`src/rtl/fpu_issue_sched.sv`:
```
// FPU issue/writeback scheduler: in-order accept, ops issue 1 cycle after accept, wb strobe L cycles after accept.
// Backpressure: req_ready drops on RAW/WAW hazards, writeback-slot collision, flush or reset.
module fpu_issue_sched #(
  parameter int LAT_ADD  = 2,
  parameter int LAT_MUL  = 2,
  parameter int LAT_INV  = 4,
  parameter int LAT_SQRT = 4,
  parameter int LAT_MISC = 1,
  parameter int MAX_LAT  = 4
) (
  input  logic        clk,
  input  logic        rst,
  input  logic        req_valid,
  output logic        req_ready,
  input  logic [3:0]  req_ctrl,
  input  logic [5:0]  req_ds,
  input  logic [5:0]  req_dt,
  input  logic [5:0]  req_dd,
  input  logic        flush,
  output logic        issue_valid,
  output logic [3:0]  issue_ctrl,
  output logic [5:0]  issue_dd,
  output logic        wb_valid,
  output logic [5:0]  wb_addr,
  output logic        busy,
  output logic [15:0] perf_stall
);

  logic [MAX_LAT:1] sr_v;
  logic [5:0]       sr_addr [1:MAX_LAT];
  logic [63:0]      pend;

  logic is_op, use_ds, use_dt;
  logic ds_haz, dt_haz, dd_haz, slot_busy, accept;
  int   req_lat;

  assign wb_valid = sr_v[1];
  assign wb_addr  = sr_addr[1];
  assign busy     = |sr_v;

  always_comb begin
    is_op  = (req_ctrl != 4'd0) && (req_ctrl != 4'd15);
    use_ds = is_op && (req_ctrl != 4'd14);
    use_dt = (req_ctrl == 4'd1) || (req_ctrl == 4'd2) || (req_ctrl == 4'd3) ||
             (req_ctrl == 4'd6) || (req_ctrl == 4'd7) || (req_ctrl == 4'd8);
    case (req_ctrl)
      4'd1, 4'd2: req_lat = LAT_ADD;
      4'd3:       req_lat = LAT_MUL;
      4'd4:       req_lat = LAT_INV;
      4'd5:       req_lat = LAT_SQRT;
      default:    req_lat = LAT_MISC;
    endcase
    // A register whose producer writes back this very cycle is already safe to read.
    ds_haz = use_ds && (req_ds != 6'd0) && pend[req_ds] && !(wb_valid && (wb_addr == req_ds));
    dt_haz = use_dt && (req_dt != 6'd0) && pend[req_dt] && !(wb_valid && (wb_addr == req_dt));
    dd_haz = (req_dd != 6'd0) && pend[req_dd] && !(wb_valid && (wb_addr == req_dd));
    // Slot L+1 shifts into slot L at this edge; if occupied the writeback port would collide.
    slot_busy = 1'b0;
    for (int i = 1; i <= MAX_LAT; i++) begin
      if (is_op && (i == req_lat + 1)) slot_busy = sr_v[i];
    end
    req_ready = !rst && !flush && !ds_haz && !dt_haz && !dd_haz && !slot_busy;
    accept    = req_valid && req_ready;
  end

  always_ff @(posedge clk) begin
    if (rst) begin
      sr_v <= '0;
      for (int i = 1; i <= MAX_LAT; i++) sr_addr[i] <= '0;
      pend        <= '0;
      issue_valid <= 1'b0;
      issue_ctrl  <= '0;
      issue_dd    <= '0;
      perf_stall  <= '0;
    end else begin
      if (req_valid && !req_ready && (perf_stall != 16'hFFFF)) perf_stall <= perf_stall + 16'd1;
      if (flush) begin
        sr_v <= '0;
        for (int i = 1; i <= MAX_LAT; i++) sr_addr[i] <= '0;
        pend        <= '0;
        issue_valid <= 1'b0;
        issue_ctrl  <= '0;
        issue_dd    <= '0;
      end else begin
        for (int i = 1; i < MAX_LAT; i++) begin
          sr_v[i]    <= sr_v[i+1];
          sr_addr[i] <= sr_addr[i+1];
        end
        sr_v[MAX_LAT]    <= 1'b0;
        sr_addr[MAX_LAT] <= '0;
        if (accept && is_op) begin
          for (int i = 1; i <= MAX_LAT; i++) begin
            if (i == req_lat) begin
              sr_v[i]    <= 1'b1;
              sr_addr[i] <= req_dd;
            end
          end
        end
        // Later assignment wins so a same-edge set beats the writeback clear.
        if (wb_valid) pend[wb_addr] <= 1'b0;
        if (accept && is_op && (req_dd != 6'd0)) pend[req_dd] <= 1'b1;
        issue_valid <= accept && is_op;
        issue_ctrl  <= (accept && is_op) ? req_ctrl : 4'd0;
        issue_dd    <= (accept && is_op) ? req_dd : 6'd0;
      end
    end
  end

endmodule

```
`config.mk`:
```
export PLATFORM = sky130hd
export DESIGN_NAME = fpu_issue_sched
export DESIGN_NICKNAME = d
export VERILOG_FILES = /design/src/rtl/fpu_issue_sched.sv
export SDC_FILE = /design/constraint.sdc
export NUM_CORES = 1
export LEC_CHECK = 0
export ABC_AREA = 1
export CAP_MARGIN = 20
export CORE_ASPECT_RATIO = 0.6
export CORE_MARGIN = 2
export CORE_UTILIZATION = 50
export CTS_CLUSTER_DIAMETER = 50
export CTS_CLUSTER_SIZE = 14
export DETAILED_ROUTE_END_ITERATION = 16
export PLACE_DENSITY = 0.73
export SLEW_MARGIN = 40
export SYNTH_ARGS = -nofsm -noshare
export SYNTH_HDL_FRONTEND = slang
export SYNTH_SLANG_ARGS = --single-unit
```
`constraint.sdc`:
```
create_clock -name clk -period 4.35 [get_ports clk]
set_input_delay 1.305 -clock clk [delete_from_list [all_inputs] [get_ports clk]]
set_output_delay 1.305 -clock clk [all_outputs]
set_load 0.03 [all_outputs]
```
==> run_results.csv, run 1 <==
group,metric,value,unit
clock_network,htreeDepth,4,
global_routing,grt_max_degree,62,
yosys,ys_seq_elements,119,
global_routing,grt_pass1_wl,48300,um
cells_and_area,fin_cells,1600,
status,run_status,"completed",
yosys,synth-xor-area-share,1.56,%
yosys,yosysTopAreaCell,"dfxtp_1",
die,die_w,166,um
clock_network,cts-root-buf,"clkbuf_16",
power,p_leak,0.00399,uW
global_routing,gr-total-overflow,0,
power,p_per_area,303,nW/um2
worst_setup_path,path_max_fanout,4,
worst_setup_path,crit_required,3.04,ns
yosys,yosys_warnings,0,
power,ir_drop,0.000197,V
clock_network,cts_tree,"yes",
worst_setup_path,cp-end-kind,"output pin",
cells_and_area,drive_gt1_share,11.9,%
yosys,synthAdderAreaFrac,0.160,%
die,rows,35,
cells_and_area,final_util,65.0,%
worst_setup_path,path_cells,"clkdlybuf4s50_1, inv_1, nor2_1, nand2_1, nand2_1, nor2_1, a21oi_2, nand3_2, nor2_4, buf_6",
worst_setup_path,cp.arrival,2.89,ns
yosys,synth_top_flop_cell,"dfxtp_1",
yosys,ys_types,32,
yosys,synth_top_family_by_area,"simple AND/OR/NAND/NOR gates",
yosys,synth.most_common_cell,"nand2_1",
detailed_routing,drt-vias-per-instance,6.01,
placed_design,dpl.cell_count,1558,
clock_network,cts_hold_buf,0,
cells_and_area,n_fill_cell,1432,
die,core_region_area,15300,um2
yosys,synth_edf_count,24,
global_routing,antenna_found_initial,0,
detailed_routing,vias,9620,
yosys,synth_simple_gate_area_share,40.6,%
worst_setup_path,cpMaxStageDelayCell,"clkdlybuf4s50_1",
worst_hold_path,hold_class,"flop to flop",
cells_and_area,fin_nets,1411,
yosys,synth_compound_area_share,14.0,%
worst_setup_path,critical_path.startpoint_type,"input pin",
worst_setup_path,criticalPathCategory,"input pin to output pin",
yosys,avgSynthCellArea,6.21,um2
timing,hold_viol_final,0,
placed_design,gp_congestion,1.04,
die,io_pins,62,
detailed_routing,drc_errors,0,
timing,setup_viol,0,
timing,fin_crit,4.19,ns
clock_network,clk_latency,0.42,ns
yosys,synthesis.area,7840,um2
yosys,synth_top_area_share,24.3,%
cells_and_area,diodes,0,
detailed_routing,final_antenna_net_count,0,
die,start_util,51.1,%
die,dieArea,16700,um2
placed_design,hpwl,23000,um
timing,tightestPinTransition,0.703,ns
timing,max_slew_margin,53.1,%
run,maxCapViolations,0,
cells_and_area,syn_to_final_growth,27.0,%
yosys,synth_common_cells,"nand2_1, nor2_1, nand3_1",
placed_design,io_buffers,61,
detailed_routing,wl_per_cell,20.2,um
detailed_routing,finalWirelength,32300,um
clock_network,clockBufferDepth,2,
yosys,muxShareOfSynthArea,0,%
detailed_routing,dr.pass1.iters,6,
die,die_h,101,um
yosys,synthCells,1262,
worst_setup_path,cp_slowest_stage_delay,0.53,ns
worst_setup_path,rrSetupSlack,0.89,ns
clock_network,clk_pin_slew,0.07,ns
clock_network,cts_sinks,119,
detailed_routing,drtIter0Drc,1625,
global_routing,grt_pass1_vias,8118,
timing,fmax,238,MHz
timing,maxSlewViolCount,0,
clock_network,numCtsBuffers,17,
yosys,async_flop_share,0,%
global_routing,grt_util_all_layers,37.8,%
yosys,ys_seq_area_share,33.5,%
timing,timing.final.crit_share,96.4,%
yosys,ys_top_cells_by_area,"dfxtp_1, nand2_1, edfxtp_1, nand3_1, nor2_1",
timing,rsz0062_at_grt,"no",
timing,worst_clock_skew,0.0181,ns
==> worst paths after layout <==
kind,start,to,depth (start not counted)
setup / recovery,req_ctrl[2],req_ready,10
hold / removal,sr_v[4],sr_v[3],2
setup reg to reg,sr_addr[0][10],pend[12],17
hold reg to reg,sr_v[4],sr_v[3],2
==> cells in the final DEF, fill, tap and decap left out, types with 9 or more instances in the layout <==
| cell | synthesis | final |
|---|---|---|
| clkdlybuf4s50_1 | 0 | 45 |
| nor2_1 | 152 | 147 |
| conb_1 | 1 | 24 |
| o21ai_1 | 19 | 19 |
| nand3_1 | 117 | 115 |
| buf_4 | 14 | 84 |
| a21oi_1 | 85 | 84 |
| o21ai_0 | 85 | 85 |
| dfxtp_1 | 95 | 95 |
| inv_2 | 7 | 9 |
| edfxtp_1 | 24 | 24 |
| o211ai_1 | 10 | 10 |
| inv_1 | 87 | 85 |
| o22ai_1 | 9 | 9 |
| nand2_1 | 359 | 358 |
| nand4_1 | 81 | 81 |
| buf_12 | 0 | 14 |
| nor3_1 | 16 | 15 |
| clkbuf_16 | 0 | 18 |
==> sequential cells by signal (all words and copies together), names as in the netlist <==
register / cells
pend: 64
sr_addr: 24
perf_stall: 16
issue_dd: 6
issue_ctrl: 4
sr_v: 4
issue_valid: 1
==> power by group <==
part           leakage [uW]  switching, uW  internal, uW
clock network      0.000283            647           765
registers           0.00101           17.3          1140
logic               0.00269            287           158
total               0.00399            951          2060
==> cell families (layout without fill, tap and decap cells) <==
kind of cell               after synthesis  count (layout)
and+or+nand+nor                        735             735
AOI/OAI and AO/OA                      210             210
buffers and inverters                  182             294
DFF                                    119             119
xor gates and xnor gates                14              14
adders and majority gates                1               1
other                                    1              24
==> metal layers <==
layer  GRT usage (%)  routed length [um]  up-vias  part of all wire, %
li1                -                   -     4429                    -
met2            44.7               11300      745                   35
met5               0                   0        -                    0
met3            17.6                6350       91                   20
met1            58.1               13800     4355                   43
met4            10.2                 817        0                  2.5
==> metrics by stage <==
stage,TNS [ns],area [um2],total power (uW),worst slack (ns),hold slack (ns)
2_1_floorplan,0,7930,1410,0.317,0.416
3_3_place_gp,-0.383,9240,1600,-0.308,0.423
3_5_place_dp,-0.572,9240,1600,-0.368,0.427
4_1_cts,0,9860,2990,0.0161,0.437
5_1_grt,0,9960,3090,0.0176,0.463
6_report,0,9960,3020,0.155,0.441
==> repair_timing <==
item                                    CTS  global route
setup buffers                             2             6
hold endpoints to repair                  0             0
endpoints found under the setup margin    1             1
pin swaps                                 2             3
gates resized for setup                  21            16
cloned                                    0             2
==> layout make-up <==
cell class	count	area [um2]	share of cell area (%)
tap	203	254	2.55
clock buffer	17	425	4.27
multi-input combinational	984	4540	45.6
sequential	119	2620	26.3
timing repair buffer	164	1590	15.9
clock inverter	15	153	1.53
inverter	98	373	3.75
==> critical path, delay by kind of cell <==
kind	cells	cell delay, ns
compound gates	1	0.17
buf+inv	3	0.74
simple gates	6	0.67
(Power assumes the default switching activity.)
==> run 2, diff against run 1 <==
GPL_TIMING_DRIVEN = 1   (was not set)
SKIP_CTS_REPAIR_TIMING = 1   (was not set)
==> run_results.csv, run 2 (same netlist as run 1, synthesis figures left out) <==
group,metric,value,unit
status,run_status,"completed",
power,ir_drop,0.000196,V
worst_setup_path,cp_slowest_stage_delay,0.29,ns
worst_setup_path,critical_path.startpoint_type,"input pin",
cells_and_area,fin_nets,1405,
die,io_pins,62,
run,maxCapViolations,0,
detailed_routing,final_antenna_net_count,0,
timing,final.setup.tns,0,ns
detailed_routing,dr.pass1.iters,8,
timing,fmax,236,MHz
worst_setup_path,critPathTopFamily,"simple AND/OR/NAND/NOR gates",
power,switching_share,31.4,%
timing,maxSlewViolCount,0,
global_routing,gr-total-overflow,0,
detailed_routing,drtIter0Drc,1562,
die,core_region_area,15300,um2
placed_design,hpwl,23000,um
power,combPwrFrac,14.7,%
power,p_switching,947,uW
cells_and_area,largest_reg_flops,64,
global_routing,grt_util_all_layers,37.7,%
power,pwr-share-clk,46.8,%
worst_setup_path,cp.arrival,2.92,ns
clock_network,clockBufferDepth,2,
timing,setup_viol,0,
worst_setup_path,cpMaxStageDelayCell,"dlymetal6s2s_1",
clock_network,htreeDepth,4,
detailed_routing,drt-vias-per-instance,6.03,
detailed_routing,vias,9614,
cells_and_area,diodes,0,
die,dieArea,16700,um2
cells_and_area,largest-register,"pend",
timing,max_slew_margin,53.4,%
timing,whs,0.441,ns
global_routing,grt_pass1_vias,8100,
clock_network,numCtsBuffers,17,
timing,worst_clock_skew,0.0139,ns
clock_network,cts_sinks,119,
cells_and_area,fin_area,9930,um2
global_routing,grt_pass1_wl,48100,um
worst_setup_path,criticalPathCategory,"input pin to output pin",
timing,timing.final.crit_share,97.2,%
worst_setup_path,crit_required,3.04,ns
global_routing,grt_max_degree,62,
clock_network,cts-root-buf,"clkbuf_16",
placed_design,io_buffers,61,
power,p_seq_share,38.5,%
global_routing,antenna_found_initial,0,
timing,fin_crit,4.23,ns
worst_setup_path,path_cells,"dlymetal6s2s_1, inv_4, buf_12, o211ai_1, nand3_1, nand3_1, nand2_1, nand2_1, nand2_1, nand2_1, nand3_2, nor2_4, buf_6",
cells_and_area,final_cell_mix,"nand2_1, nor2_1, nand3_1",
detailed_routing,finalWirelength,32100,um
cells_and_area,syn_to_final_growth,26.7,%
detailed_routing,wl_per_cell,20.1,um
timing,hold_viol_final,0,
clock_network,clk_latency,0.42,ns
clock_network,cts_tree,"yes",
cells_and_area,reg_top3,"pend: 64 flops, sr_addr: 24 flops, perf_stall: 16 flops",
worst_setup_path,path_max_fanout,18,
detailed_routing,drc_errors,0,
die,die_h,101,um
worst_hold_path,hold_class,"flop to flop",
placed_design,gp_congestion,1.04,
worst_setup_path,cp_num_buf_inv,4,
cells_and_area,final_util,64.8,%
cells_and_area,layout_commonest_cell,"nand2_1",
power,p_per_area,303,nW/um2
die,start_util,51.1,%
worst_setup_path,cp_common_cell,"nand2_1",
timing,tightestPinTransition,0.698,ns
power,p_leak,0.00402,uW
clock_network,clk_pin_slew,0.07,ns
power,p_int,2060,uW
worst_setup_path,cp-end-kind,"output pin",
die,die_w,166,um
die,rows,35,
placed_design,placed_cell_area,9240,um2
cells_and_area,drive_gt1_share,11.1,%
power,p_total,3010,uW
## run 2: metal layers
layer  wire, um  GRT usage, %  vias up
met5          0             0        -
met4        598          10.2        0
met3       6300          18.1       58
met2      11300          44.8      753
met1      13800          57.4     4383
li1           -             -     4420
## run 2: through the flow
step                std cells  setup WS, ns
floorplan                1285         0.317
global placement         1558        -0.308
detailed placement       1558        -0.368
CTS                      1590        -0.376
global route             1594       -0.0212
finish                   1594         0.121
## run 2: cell type report
| type | instances | area, um2 |
|---|---|---|
| Timing Repair Buffer | 158 | 1580 |
| Sequential cell | 119 | 2620 |
| Clock buffer | 17 | 425 |
| Tap cell | 203 | 254 |
| Multi-Input combinational cell | 984 | 4530 |
| Inverter | 98 | 370 |
| Clock inverter | 15 | 153 |
| Fill cell | 1429 | 5390 |
## run 2: worst paths after layout
path,startpoint,slack (ns),end,cells after the start
setup reg to reg,sr_addr[0][10],0.99,pend[12],16
hold reg to reg,sr_v[4],0.44,sr_v[3],2
setup / recovery,req_ds[0],0.12,req_ready,13
hold / removal,sr_v[4],0.44,sr_v[3],2
## run 2: worst register-to-register path, delay by kind of cell, from the launching register on
family	cells	cell delay, ns
DFF	1	0.74
buffers and inverters	5	1.36
and+or+nand+nor	10	1.08
AOI/OAI and AO/OA	1	0.11
## run 2: power groups by stage
stage | clock network (uW) | logic (uW) | registers (uW)
CTS | 1410 | 417 | 1160
finish | 1410 | 442 | 1160
global placement | 0 | 414 | 1180
global route | 1460 | 469 | 1160
floorplan | 0 | 230 | 1180
detailed placement | 0 | 414 | 1180
==> patch (settings of run 1) <==
Set the parameter `MAX_LAT` to 8 (it was 4).
--- a/src/rtl/fpu_issue_sched.sv
+++ b/src/rtl/fpu_issue_sched.sv
@@ -7,5 +7,5 @@
   parameter int LAT_SQRT = 4,
   parameter int LAT_MISC = 1,
-  parameter int MAX_LAT  = 4
+  parameter int MAX_LAT  = 8
 ) (
   input  logic        clk,
Function: not settled (the Yosys comparison gave no result); the edit may change what the design does.
==> patch against run 1 <==
- first-iteration DRC count rose by 3.9%
- sequential share of layout area grew 3.1 points
- cell count is 7.6% higher
- worst setup slack got worse by 0.090 ns
- total power is 11% higher
- largest cell class unchanged
- non-clock buffer count grew 5
- sequential cell count rose by 21
- final area rose by 9.9%
- synthesized cell count up 5.5%
- die area up 11%
- area after synthesis increased by 11%
- wire length increased by 6.2%
==> patch: results (changes against run 1) <==
[outcome]
status=completed  ; unchanged

[sta]
fin_skew_ns=0.0138  ; was 0.0181 ns
slew_headroom_pct=52.7  ; was 53.1%
finalHoldViolCount=0  ; unchanged

[cts]
clk_root_buffer_cell=clkbuf_16  ; unchanged
h-tree-depth=4  ; unchanged
cts_max_path_buffers=2  ; unchanged
clk_pin_slew_ns=0.07  ; about the same
numCtsBuffers=17  ; unchanged
clk_latency_ns=0.44  ; was 0.42 ns

[synthesis]
ys_top_cells_by_count=nand2_1 (367), nor2_1 (159), o21ai_0 (114), inv_1 (107), a21oi_1 (101)  ; was nand2_1 (359), nor2_1 (152), nand3_1 (117), dfxtp_1 (95), inv_1 (87)
synth_area_leaders=dfxtp_1 (22%), nand2_1 (16%), edfxtp_1 (14%)  ; was dfxtp_1 (24%), nand2_1 (17%), edfxtp_1 (9.2%)
yosys_warnings=0  ; unchanged
ys_seq_area_share_pct=36.9  ; was 33.5%
async_flop_share_pct=0  ; unchanged
synth_area_per_cell_um2=6.56  ; was 6.21 um2
synth_edf_count=42  ; was 24
synth.distinct_cells=37  ; was 32

[global_routing]
gr-usage-all-layers_pct=36.6  ; was 37.8%
grt_max_degree=88  ; was 62
grt_pass1_vias=8908  ; was 8118
grt_pass1_wl_um=51500  ; was 48300 um
antenna_found_initial=1  ; was 0

[worst_hold_path]
worstHoldPathCells=2  ; unchanged
hold_start=sr_v[6]$_SDFF_PN0_  ; was sr_v[4]$_SDFF_PP0_
min_path_type=flop to flop  ; unchanged
hold_end=sr_v[5]$_SDFF_PN0_  ; was sr_v[3]$_SDFF_PN0_

[power_and_ir_drop]
intPower_w=0.00236  ; was 0.00206 W
leakage_nw=4.44  ; was 3.99 nW
vdd_ir_drop_max_mv=0.217  ; was 0.197 mV

[detailed_routing]
firstDrtPassIters=7  ; was 6
wire_per_inst_um=19.9  ; was 20.2 um
vias_per_cell=5.91  ; was 6.01
drtIter0Drc=1688  ; was 1625
routed_wirelength_um=34300  ; was 32300 um

[placement]
dpl.cell_count=1669  ; was 1558
routabilityCongestion=1.03  ; was 1.04
dp_hpwl_um=23900  ; was 23000 um
placed_area_um2=10100  ; was 9240 um2
portBuffers=61  ; unchanged

[finish]
fin_nets=1502  ; was 1411
drive_gt1_share_pct=11.9  ; about the same
num-fill-cells=1580  ; was 1432
diodes=0  ; unchanged
top_regs=pend: 64 flops, sr_addr: 42 flops, perf_stall: 16 flops  ; was pend: 64 flops, sr_addr: 24 flops, perf_stall: 16 flops

[worst_setup_path]
rrSetupSlack_ns=1.06  ; was 0.89 ns
r2r-start=sr_addr[0][11]$_DFFE_PP_  ; was sr_addr[0][10]$_DFFE_PP_
cp_max_fo=16  ; was 4
r2r_cells=13  ; was 17
timing.rr.end=pend[28]$_SDFF_PN0_  ; was pend[12]$_SDFF_PN0_

[patch: cell count changes after synthesis, moves of 16 or more]
cell,before,now
a21oi_1,85,101
o21ai_0,85,114
edfxtp_1,24,42
nand3_1,117,75
inv_1,87,107
[patch: timing repair]
item                       in CTS  in global routing
hold buffers                    0                  0
cloned                          1                  3
resized for setup              28                 27
pin swaps                       4                  4
setup endpoints to repair       1                  7
buffers inserted               16                  1
[patch: cell type report]
cell class	count	area [um2]	share of cell area, %
Clock buffer	17	425	3.89
Sequential cell	140	3220	29.5
Clock inverter	15	153	1.40
Timing Repair Buffer	169	1630	14.9
Multi-Input combinational cell	1032	4780	43.7
Tap cell	234	293	2.68
Inverter	115	437	3.99
[patch: critical path, stage by stage]
cell       delay, ns
buf_2           0.14
bufbuf_16       0.29
o211ai_1        0.23
nand2_1         0.08
nand2_1         0.07
nand2_1         0.05
inv_1           0.05
nand2_1         0.04
nand2_1         0.05
nand2_1         0.07
nor2_2          0.12
nor2_2          0.06
nor2_4          0.23
buf_6           0.17
[patch: worst max-delay path by stage]
stage / from / end / slack (ns)
2_1_floorplan: req_ds[0] / req_ready / 0.28
3_3_place_gp: req_dt[0] / req_ready / -0.25
3_5_place_dp: req_dt[0] / req_ready / -0.23
4_1_cts: req_ctrl[0] / req_ready / 0.006
5_1_grt: req_dt[1] / req_ready / 0.007
6_report: req_ds[0] / req_ready / 0.07
[patch: through the flow]
step                hold slack (ns)  total power [W]  setup slack [ns]
finish                        0.438          0.00336            0.0657
global placement              0.412          0.00186            -0.248
global route                  0.466          0.00345           0.00672
CTS                           0.436          0.00333           0.00573
floorplan                     0.408          0.00169             0.282
detailed placement            0.427          0.00187            -0.231
[patch: layer usage]
metal	GRT usage, %	vias up	wire length, um
met1	54.3	4562	14600
met4	9.17	2	717
met2	46.1	865	12200
met5	3.33	-	78
li1	-	4653	-
met3	17.0	97	6730
[patch: power groups by stage]
stage,Clock [W],Sequential [W],Combinational (W)
4_1_cts,0.00147,0.00140,0.000465
5_1_grt,0.00152,0.00140,0.000530
6_report,0.00147,0.00140,0.000500
3_5_place_dp,0,0.00142,0.000442
3_3_place_gp,0,0.00142,0.000443
2_1_floorplan,0,0.00142,0.000269
[patch: kinds of logic (layout without fill, tap and decap cells)]
logic type | after synthesis | in the layout | share of synthesized area (%)
DFF | 140 | 140 | 36.9
AOI/OAI and AO/OA | 256 | 256 | 15.5
adders and majority gates | 1 | 1 | 0.143
buffers and inverters | 207 | 316 | 10.9
other | 2 | 49 | 0.0860
xor gates and xnor gates | 17 | 17 | 1.70
and+or+nand+nor | 709 | 709 | 34.9
